[src/rtl/tt_mult_pkg.sv]
// Shared widths and the round-robin pick helper for the shared multiplier arbiter.
package tt_mult_pkg;

    localparam int unsigned N_DEF     = 23;
    localparam int unsigned NREQ_DEF  = 4;
    localparam int unsigned RR_MAX    = 32;
    localparam int unsigned RR_IW     = $clog2(RR_MAX);

    // Product width for an N x N unsigned multiply.
    function automatic int unsigned prod_w(input int unsigned n);
        return 2 * n;
    endfunction

    // Tag width needed to name one of n requesters (at least one bit).
    function automatic int unsigned tag_w(input int unsigned n);
        return (n > 1) ? $clog2(n) : 1;
    endfunction

    localparam int unsigned TAG_W_DEF = tag_w(NREQ_DEF);

    // One-hot grant: first set bit of mask searching ptr, ptr+1, ... modulo n.
    function automatic logic [RR_MAX-1:0] rr_pick(
        input logic [RR_MAX-1:0] mask,
        input int unsigned       ptr,
        input int unsigned       n
    );
        logic [RR_MAX-1:0] gnt;
        logic              found;
        int unsigned       sum;
        gnt   = '0;
        found = 1'b0;
        for (int unsigned k = 0; k < RR_MAX; k++) begin
            sum = ptr + k;
            if (sum >= n) begin
                sum = sum - n;
            end
            if (!found && (k < n) && mask[RR_IW'(sum)]) begin
                gnt[RR_IW'(sum)] = 1'b1;
                found            = 1'b1;
            end
        end
        return gnt;
    endfunction

endpackage

[src/rtl/mult_share_arbiter_if.sv]
// Request/response bundle between the requesters and the shared multiplier arbiter.
interface mult_share_arbiter_if
    import tt_mult_pkg::*;
#(
    parameter int unsigned N    = N_DEF,
    parameter int unsigned NREQ = NREQ_DEF
) ();

    localparam int unsigned P = prod_w(N);

    logic [NREQ-1:0]   req_valid;
    logic [NREQ-1:0]   req_ready;
    logic [NREQ*N-1:0] req_a;
    logic [NREQ*N-1:0] req_b;
    logic [NREQ-1:0]   rsp_valid;
    logic [NREQ-1:0]   rsp_ready;
    logic [NREQ*P-1:0] rsp_p;

    // Requester side.
    modport master (
        output req_valid, req_a, req_b, rsp_ready,
        input  req_ready, rsp_valid, rsp_p
    );

    // Arbiter side.
    modport slave (
        input  req_valid, req_a, req_b, rsp_ready,
        output req_ready, rsp_valid, rsp_p
    );

endinterface

[src/rtl/mult_pipe.sv]
// Tagged unsigned N x N multiplier: product registered in stage 0, then LAT-1 delay stages.
module mult_pipe
    import tt_mult_pkg::*;
#(
    parameter int unsigned N   = N_DEF,
    parameter int unsigned LAT = 1,
    parameter int unsigned TW  = TAG_W_DEF
) (
    input  logic               clk,
    input  logic               rst_n,
    input  logic               in_valid,
    input  logic [N-1:0]       in_a,
    input  logic [N-1:0]       in_b,
    input  logic [TW-1:0]      in_tag,
    output logic               out_valid,
    output logic [2*N-1:0]     out_p,
    output logic [TW-1:0]      out_tag
);

    localparam int unsigned P = prod_w(N);

    logic [LAT-1:0] vld_q, vld_d;
    logic [P-1:0]   p_q   [LAT];
    logic [P-1:0]   p_d   [LAT];
    logic [TW-1:0]  tag_q [LAT];
    logic [TW-1:0]  tag_d [LAT];

    // Next-stage values; data only moves when the stage behind it is valid.
    always_comb begin
        vld_d    = '0;
        p_d      = p_q;
        tag_d    = tag_q;
        vld_d[0] = in_valid;
        if (in_valid) begin
            p_d[0]   = P'(in_a) * P'(in_b);
            tag_d[0] = in_tag;
        end
        for (int unsigned s = 1; s < LAT; s++) begin
            vld_d[s] = vld_q[s-1];
            if (vld_q[s-1]) begin
                p_d[s]   = p_q[s-1];
                tag_d[s] = tag_q[s-1];
            end
        end
    end

    // Stage valids; only these need reset.
    always_ff @(posedge clk or negedge rst_n) begin
        if (!rst_n) begin
            vld_q <= '0;
        end else begin
            vld_q <= vld_d;
        end
    end

    // Stage payloads.
    always_ff @(posedge clk) begin
        p_q   <= p_d;
        tag_q <= tag_d;
    end

    assign out_valid = vld_q[LAT-1];
    assign out_p     = p_q[LAT-1];
    assign out_tag   = tag_q[LAT-1];

endmodule

[src/rtl/mult_share_arbiter.sv]
// Round-robin sharing of one multiplier pipe between NREQ requesters, one op in flight each.
module mult_share_arbiter
    import tt_mult_pkg::*;
#(
    parameter int unsigned N    = N_DEF,
    parameter int unsigned NREQ = NREQ_DEF,
    parameter int unsigned LAT  = 1
) (
    input  logic                clk,
    input  logic                rst_n,
    mult_share_arbiter_if.slave bus,
    output logic                idle
);

    localparam int unsigned P  = prod_w(N);
    localparam int unsigned TW = tag_w(NREQ);

    logic [NREQ-1:0] busy_q, busy_d;
    logic [TW-1:0]   ptr_q, ptr_d;
    logic            run_q;
    logic [NREQ-1:0] hold_vld_q, hold_vld_d;
    logic [P-1:0]    hold_p_q [NREQ];
    logic [P-1:0]    hold_p_d [NREQ];

    logic [NREQ-1:0] elig, grant, acc;
    logic [NREQ-1:0] pipe_hit, rsp_vld, rsp_hs;
    logic            iss_vld;
    logic [N-1:0]    iss_a, iss_b;
    logic [TW-1:0]   iss_tag;
    logic            pipe_vld;
    logic [P-1:0]    pipe_p;
    logic [TW-1:0]   pipe_tag;

    // Grant the first idle, valid requester from the rr pointer; mux its operands into the pipe.
    always_comb begin
        elig          = bus.req_valid & ~busy_q & {NREQ{run_q}};
        grant         = NREQ'(rr_pick(RR_MAX'(elig), 32'(ptr_q), NREQ));
        bus.req_ready = grant;
        acc           = grant & bus.req_valid;
        iss_vld       = |acc;
        iss_a         = '0;
        iss_b         = '0;
        iss_tag       = '0;
        ptr_d         = ptr_q;
        for (int unsigned i = 0; i < NREQ; i++) begin
            if (acc[i]) begin
                iss_a   = bus.req_a[i*N +: N];
                iss_b   = bus.req_b[i*N +: N];
                iss_tag = TW'(i);
                ptr_d   = (i == NREQ - 1) ? '0 : TW'(i + 1);
            end
        end
    end

    mult_pipe #(
        .N   (N),
        .LAT (LAT),
        .TW  (TW)
    ) u_pipe (
        .clk       (clk),
        .rst_n     (rst_n),
        .in_valid  (iss_vld),
        .in_a      (iss_a),
        .in_b      (iss_b),
        .in_tag    (iss_tag),
        .out_valid (pipe_vld),
        .out_p     (pipe_p),
        .out_tag   (pipe_tag)
    );

    // Route pipe output to its requester; park it in the holding register unless consumed now.
    always_comb begin
        bus.rsp_p  = '0;
        hold_vld_d = hold_vld_q;
        hold_p_d   = hold_p_q;
        for (int unsigned i = 0; i < NREQ; i++) begin
            pipe_hit[i]           = pipe_vld & (pipe_tag == TW'(i));
            rsp_vld[i]            = hold_vld_q[i] | pipe_hit[i];
            rsp_hs[i]             = rsp_vld[i] & bus.rsp_ready[i];
            bus.rsp_p[i*P +: P]   = pipe_hit[i] ? pipe_p : hold_p_q[i];
            if (pipe_hit[i]) begin
                hold_p_d[i]   = pipe_p;
                hold_vld_d[i] = ~bus.rsp_ready[i];
            end else if (rsp_hs[i]) begin
                hold_vld_d[i] = 1'b0;
            end
        end
        bus.rsp_valid = rsp_vld;
        busy_d        = (busy_q | acc) & ~rsp_hs;
        idle          = ~|busy_q;
    end

    // Arbiter state, busy vector and holding registers.
    always_ff @(posedge clk or negedge rst_n) begin
        if (!rst_n) begin
            busy_q     <= '0;
            ptr_q      <= '0;
            run_q      <= 1'b0;
            hold_vld_q <= '0;
            for (int unsigned i = 0; i < NREQ; i++) begin
                hold_p_q[i] <= '0;
            end
        end else begin
            busy_q     <= busy_d;
            ptr_q      <= ptr_d;
            run_q      <= 1'b1;
            hold_vld_q <= hold_vld_d;
            hold_p_q   <= hold_p_d;
        end
    end

endmodule
[src/flat_wrapper.sv]
// flat-port wrapper written by rule: the top's interface ports become plain ports
module mult_share_arbiter_flat import tt_mult_pkg::*;
#(
    parameter int unsigned N    = N_DEF,
    parameter int unsigned NREQ = NREQ_DEF,
    parameter int unsigned LAT  = 1
)
  (clk, rst_n, idle, bus_req_valid, bus_req_a, bus_req_b, bus_rsp_ready, bus_req_ready, bus_rsp_valid, bus_rsp_p);
  mult_share_arbiter_if #(.N(N), .NREQ(NREQ)) bus_i ();
  input  logic clk;
  input  logic rst_n;
  output logic idle;
  input wire logic [$bits(bus_i.req_valid)-1:0] bus_req_valid;
  input wire logic [$bits(bus_i.req_a)-1:0] bus_req_a;
  input wire logic [$bits(bus_i.req_b)-1:0] bus_req_b;
  input wire logic [$bits(bus_i.rsp_ready)-1:0] bus_rsp_ready;
  output wire logic [$bits(bus_i.req_ready)-1:0] bus_req_ready;
  output wire logic [$bits(bus_i.rsp_valid)-1:0] bus_rsp_valid;
  output wire logic [$bits(bus_i.rsp_p)-1:0] bus_rsp_p;
  assign bus_i.req_valid = bus_req_valid;
  assign bus_i.req_a = bus_req_a;
  assign bus_i.req_b = bus_req_b;
  assign bus_i.rsp_ready = bus_rsp_ready;
  assign bus_req_ready = bus_i.req_ready;
  assign bus_rsp_valid = bus_i.rsp_valid;
  assign bus_rsp_p = bus_i.rsp_p;
  mult_share_arbiter #(.N(N), .NREQ(NREQ), .LAT(LAT)) u_core (.clk(clk), .rst_n(rst_n), .bus(bus_i), .idle(idle));
endmodule
[config.mk]
export PLATFORM = sky130hd
export DESIGN_NAME = mult_share_arbiter_flat
export DESIGN_NICKNAME = d
export VERILOG_FILES = /design/src/rtl/tt_mult_pkg.sv /design/src/rtl/mult_share_arbiter_if.sv /design/src/rtl/mult_pipe.sv /design/src/rtl/mult_share_arbiter.sv /design/src/flat_wrapper.sv
export SDC_FILE = /design/constraint.sdc
export NUM_CORES = 2
export LEC_CHECK = 0
export CAP_MARGIN = 20
export CORE_UTILIZATION = 50
export DETAILED_ROUTE_END_ITERATION = 12
export GPL_TIMING_DRIVEN = 0
export PLACE_DENSITY = 0.74
export SYNTH_ARGS = -nofsm -noshare
export SYNTH_HDL_FRONTEND = slang
export SYNTH_HIERARCHICAL = 1
export SYNTH_SLANG_ARGS = --single-unit
[constraint.sdc]
create_clock -name clk -period 17.7 [get_ports clk]
set_clock_uncertainty 0.1 [all_clocks]
set_input_delay 2.655 -clock clk [delete_from_list [all_inputs] [get_ports clk]]
set_output_delay 2.655 -clock clk [all_outputs]
set_load 0.1 [all_outputs]
==> results.yml <==
worst_hold_path:
  holdCritPathClass: "flip-flop to flip-flop"
  worstHoldStart: "u_core/hold_p_q[119]$_DFF_PN0_"
timing:
  setup_viol_count_final: 0
  fmax_mhz: 71.8
  rsz0062_at_grt: "false"
  report.final.slew_viol_count: 0
  relSlewSlack_pct: 26.2
  worstMarginPinSlew_ns: 1.10
  fin_setup_tns_ns: 0
  final_hold_viol_count: 0
  finalCritPeriodShare_pct: 78.7
  fin_crit_ns: 13.94
critical_path:
  path_buf_inv: 9
  reg2reg_depth: 34
  cp_top_family: "adder cells"
  r2r_start: "u_core/ptr_q[0]$_DFFE_PN0P_"
  cp_max_fo: 10
  cp.depth: 33
  cpMostUsedCell: "fa_1"
  cp.arrival_ns: 14.12
  critPathLaunchType: "primary input"
  crit_end: "u_core/u_pipe/out_p[45]$_DFFE_PP_"
  timing.rr.end: "u_core/u_pipe/out_p[45]$_DFFE_PP_"
  worst-setup-path-type: "primary input to flip-flop"
  crit_path_end_kind: "flip-flop"
  cpPeakStageDelay_ns: 0.76
  r2r_setup_slack_ns: 5.49
  worstPathRequired_ns: 17.89
  slowest_stage: "clkbuf_1"
  critPathLaunch: "bus_req_valid[2]"
cells_and_area:
  regArea_sq_um: 6350
  stdcell_count: 3995
  finalNetCount: 4034
  stdcell_area_sq_um: 34300
  drive_gt1_share_pct: 8.80
  syn_to_final_growth_pct: 19.3
  fill_cells: 4810
  final_util_pct: 60.6
  multi_input_area_sq_um: 19800
synthesis:
  synth_area_leaders: "fa_1 (31%), dfrtp_1 (17%), ha_1 (7.8%)"
  synth_area_per_cell_sq_um: 10.2
  synthArstFlopShare_pct: 80.3
  yosysTopAreaCell: "fa_1"
  ys_ff_latch: 244
  synth_cell_types: 81
  synth_ff_type: "dfrtp_1"
  synthCells: 2812
  syn-num-nets: 3623
  synth_most_common_cell: "inv_1"
  yosysTopAreaCellShare_pct: 30.5
  synthTopCellsByCount: "inv_1 (513), fa_1 (438), nand2_1 (326), and2_1 (245), dfrtp_1 (196)"
  netlist_area_sq_um: 28700
  synth_edf_count: 48
  synth_seq_area_share_pct: 22.1
  yosysWarnings: 6
cts:
  clk_pin_slew_ns: 0.07
  cts_made_buffers: 21
  clock_latency_ns: 0.53
  clk_path_buf_depth: 3
  cts_root_buf: "clkbuf_16"
  cts_max_level: 1
  postCtsSetupBuffers: 0
  cts_resized: 0
  cts.sinks: 244
  tritoncts: "done"
  cts_hold_buf: 0
grt:
  grt_pass1_wl_um: 154000
  grt_pass1_vias: 24100
  track_usage_pct: 35.4
  grt_remaining_overflow: 0
  grt_antenna_before_repair: 5
  grt_max_degree: 110
placed_design:
  placed_area_sq_um: 33600
  dpl.cell_count: 3956
  gp_congestion: 0.995
  port_buffers: 386
  dp_hpwl_um: 84800
floorplanning:
  coreArea_sq_um: 56600
  start_util_pct: 50.8
  io_pins: 387
  chipWidth_um: 242
  die-area_sq_um: 58400
  die_h_um: 242
  rows: 87
routing:
  drt_iter0_drc: 1939
  vias_per_cell: 5.67
  vias: 22700
  wl_per_cell_um: 25.7
  drc: 0
  ant_nets: 0
  dr.pass1.iters: 8
  wl_um: 103000
run_status:
  status: "finished clean"
flow_run:
  cap_violations: 0
## worst min path at each step
stage                                     endpoint  slack, ns  cells past startpoint
finish              u_core/hold_p_q[119]$_DFF_PN0_       0.39                      1
CTS                  u_core/hold_p_q[56]$_DFF_PN0_       0.40                      1
global route         u_core/hold_p_q[42]$_DFF_PN0_       0.41                      1
floorplan               u_core/busy_q[1]$_DFF_PN0_       0.45                      2
detailed placement   u_core/hold_p_q[56]$_DFF_PN0_       0.38                      1
global placement     u_core/hold_p_q[48]$_DFF_PN0_       0.38                      1
## registers in the layout (all words and copies together), names as in the netlist
signal                   count
u_core/hold_p_q            184
u_core/u_pipe/out_p         46
u_core/busy_q                4
u_core/hold_vld_q            4
u_core/ptr_q                 2
u_core/u_pipe/out_tag        2
u_core/run_q                 1
u_core/u_pipe/out_valid      1
## layout make-up
cell class	count	share of cell area (%)
Antenna cell	1	0.00730
Buffer	164	2.08
Sequential cell	244	18.5
Clock buffer	27	1.60
Clock inverter	11	0.405
Inverter	513	5.62
Timing Repair Buffer	388	11.4
Multi-Input combinational cell	1891	57.6
Tap cell	756	2.76
## through the flow
step / hold slack, ns / setup slack (ns)
after floorplan: 0.448 / 6.32
after global placement: 0.378 / 3.63
after detailed placement: 0.382 / 3.59
after CTS: 0.397 / 4.09
after global routing: 0.406 / 3.46
final: 0.394 / 3.76
## logic make-up (layout without fill, tap and decap cells)
group	Yosys count	count (layout)	synth area share (%)
fa+ha+maj	617	617	38.3
simple gates	781	781	14.7
other cells	1	2	0.0131
compound gates	258	258	6.93
xor+xnor	45	45	1.37
flops	244	244	22.1
buf+inv	677	1103	9.18
mux	189	189	7.44
## worst reg2reg max path: cells and delay by family, from the launching register on
| kind | cells | cell delay, ns |
|---|---|---|
| simple gates | 6 | 1.45 |
| buf+inv | 10 | 2.23 |
| fa+ha+maj | 9 | 4.34 |
| xor+xnor | 1 | 0.37 |
| compound gates | 8 | 2.90 |
| flops | 1 | 0.57 |
## cell usage in the layout, fill, tap and decap left out, types with 8 or more instances in the layout
master | netlist | routed
dfrtp_1 | 196 | 196
clkdlybuf4s50_1 | 0 | 385
buf_6 | 8 | 8
xor2_1 | 14 | 14
nor4b_2 | 12 | 12
a21oi_1 | 51 | 51
and2_1 | 245 | 245
o21ai_0 | 19 | 19
nor2_1 | 34 | 34
inv_1 | 513 | 513
nor4b_1 | 34 | 34
a31oi_1 | 8 | 8
nand4_1 | 9 | 9
and3_1 | 53 | 53
mux2_2 | 185 | 185
buf_2 | 20 | 20
xnor2_1 | 31 | 31
a21o_1 | 66 | 66
ha_1 | 179 | 179
fa_1 | 438 | 438
clkbuf_1 | 128 | 134
o32a_1 | 47 | 47
nand2_1 | 326 | 326
clkbuf_16 | 0 | 21
nand3_1 | 14 | 13
edfxtp_1 | 48 | 48
## per-layer routing
layer  vias to the layer above  wire [um]  share of wire, %  track usage, %
met3                       224       9390               9.1            7.44
met1                     11500      42600                42            47.9
li1                       9700          -                 -               -
met5                         -         34             0.033               0
met4                         4       4220               4.1            13.0
met2                      1204      46400                45            56.3
Power is not shown: default switching activity piles up to over one toggle a cycle in this logic, so the estimate is an artifact.
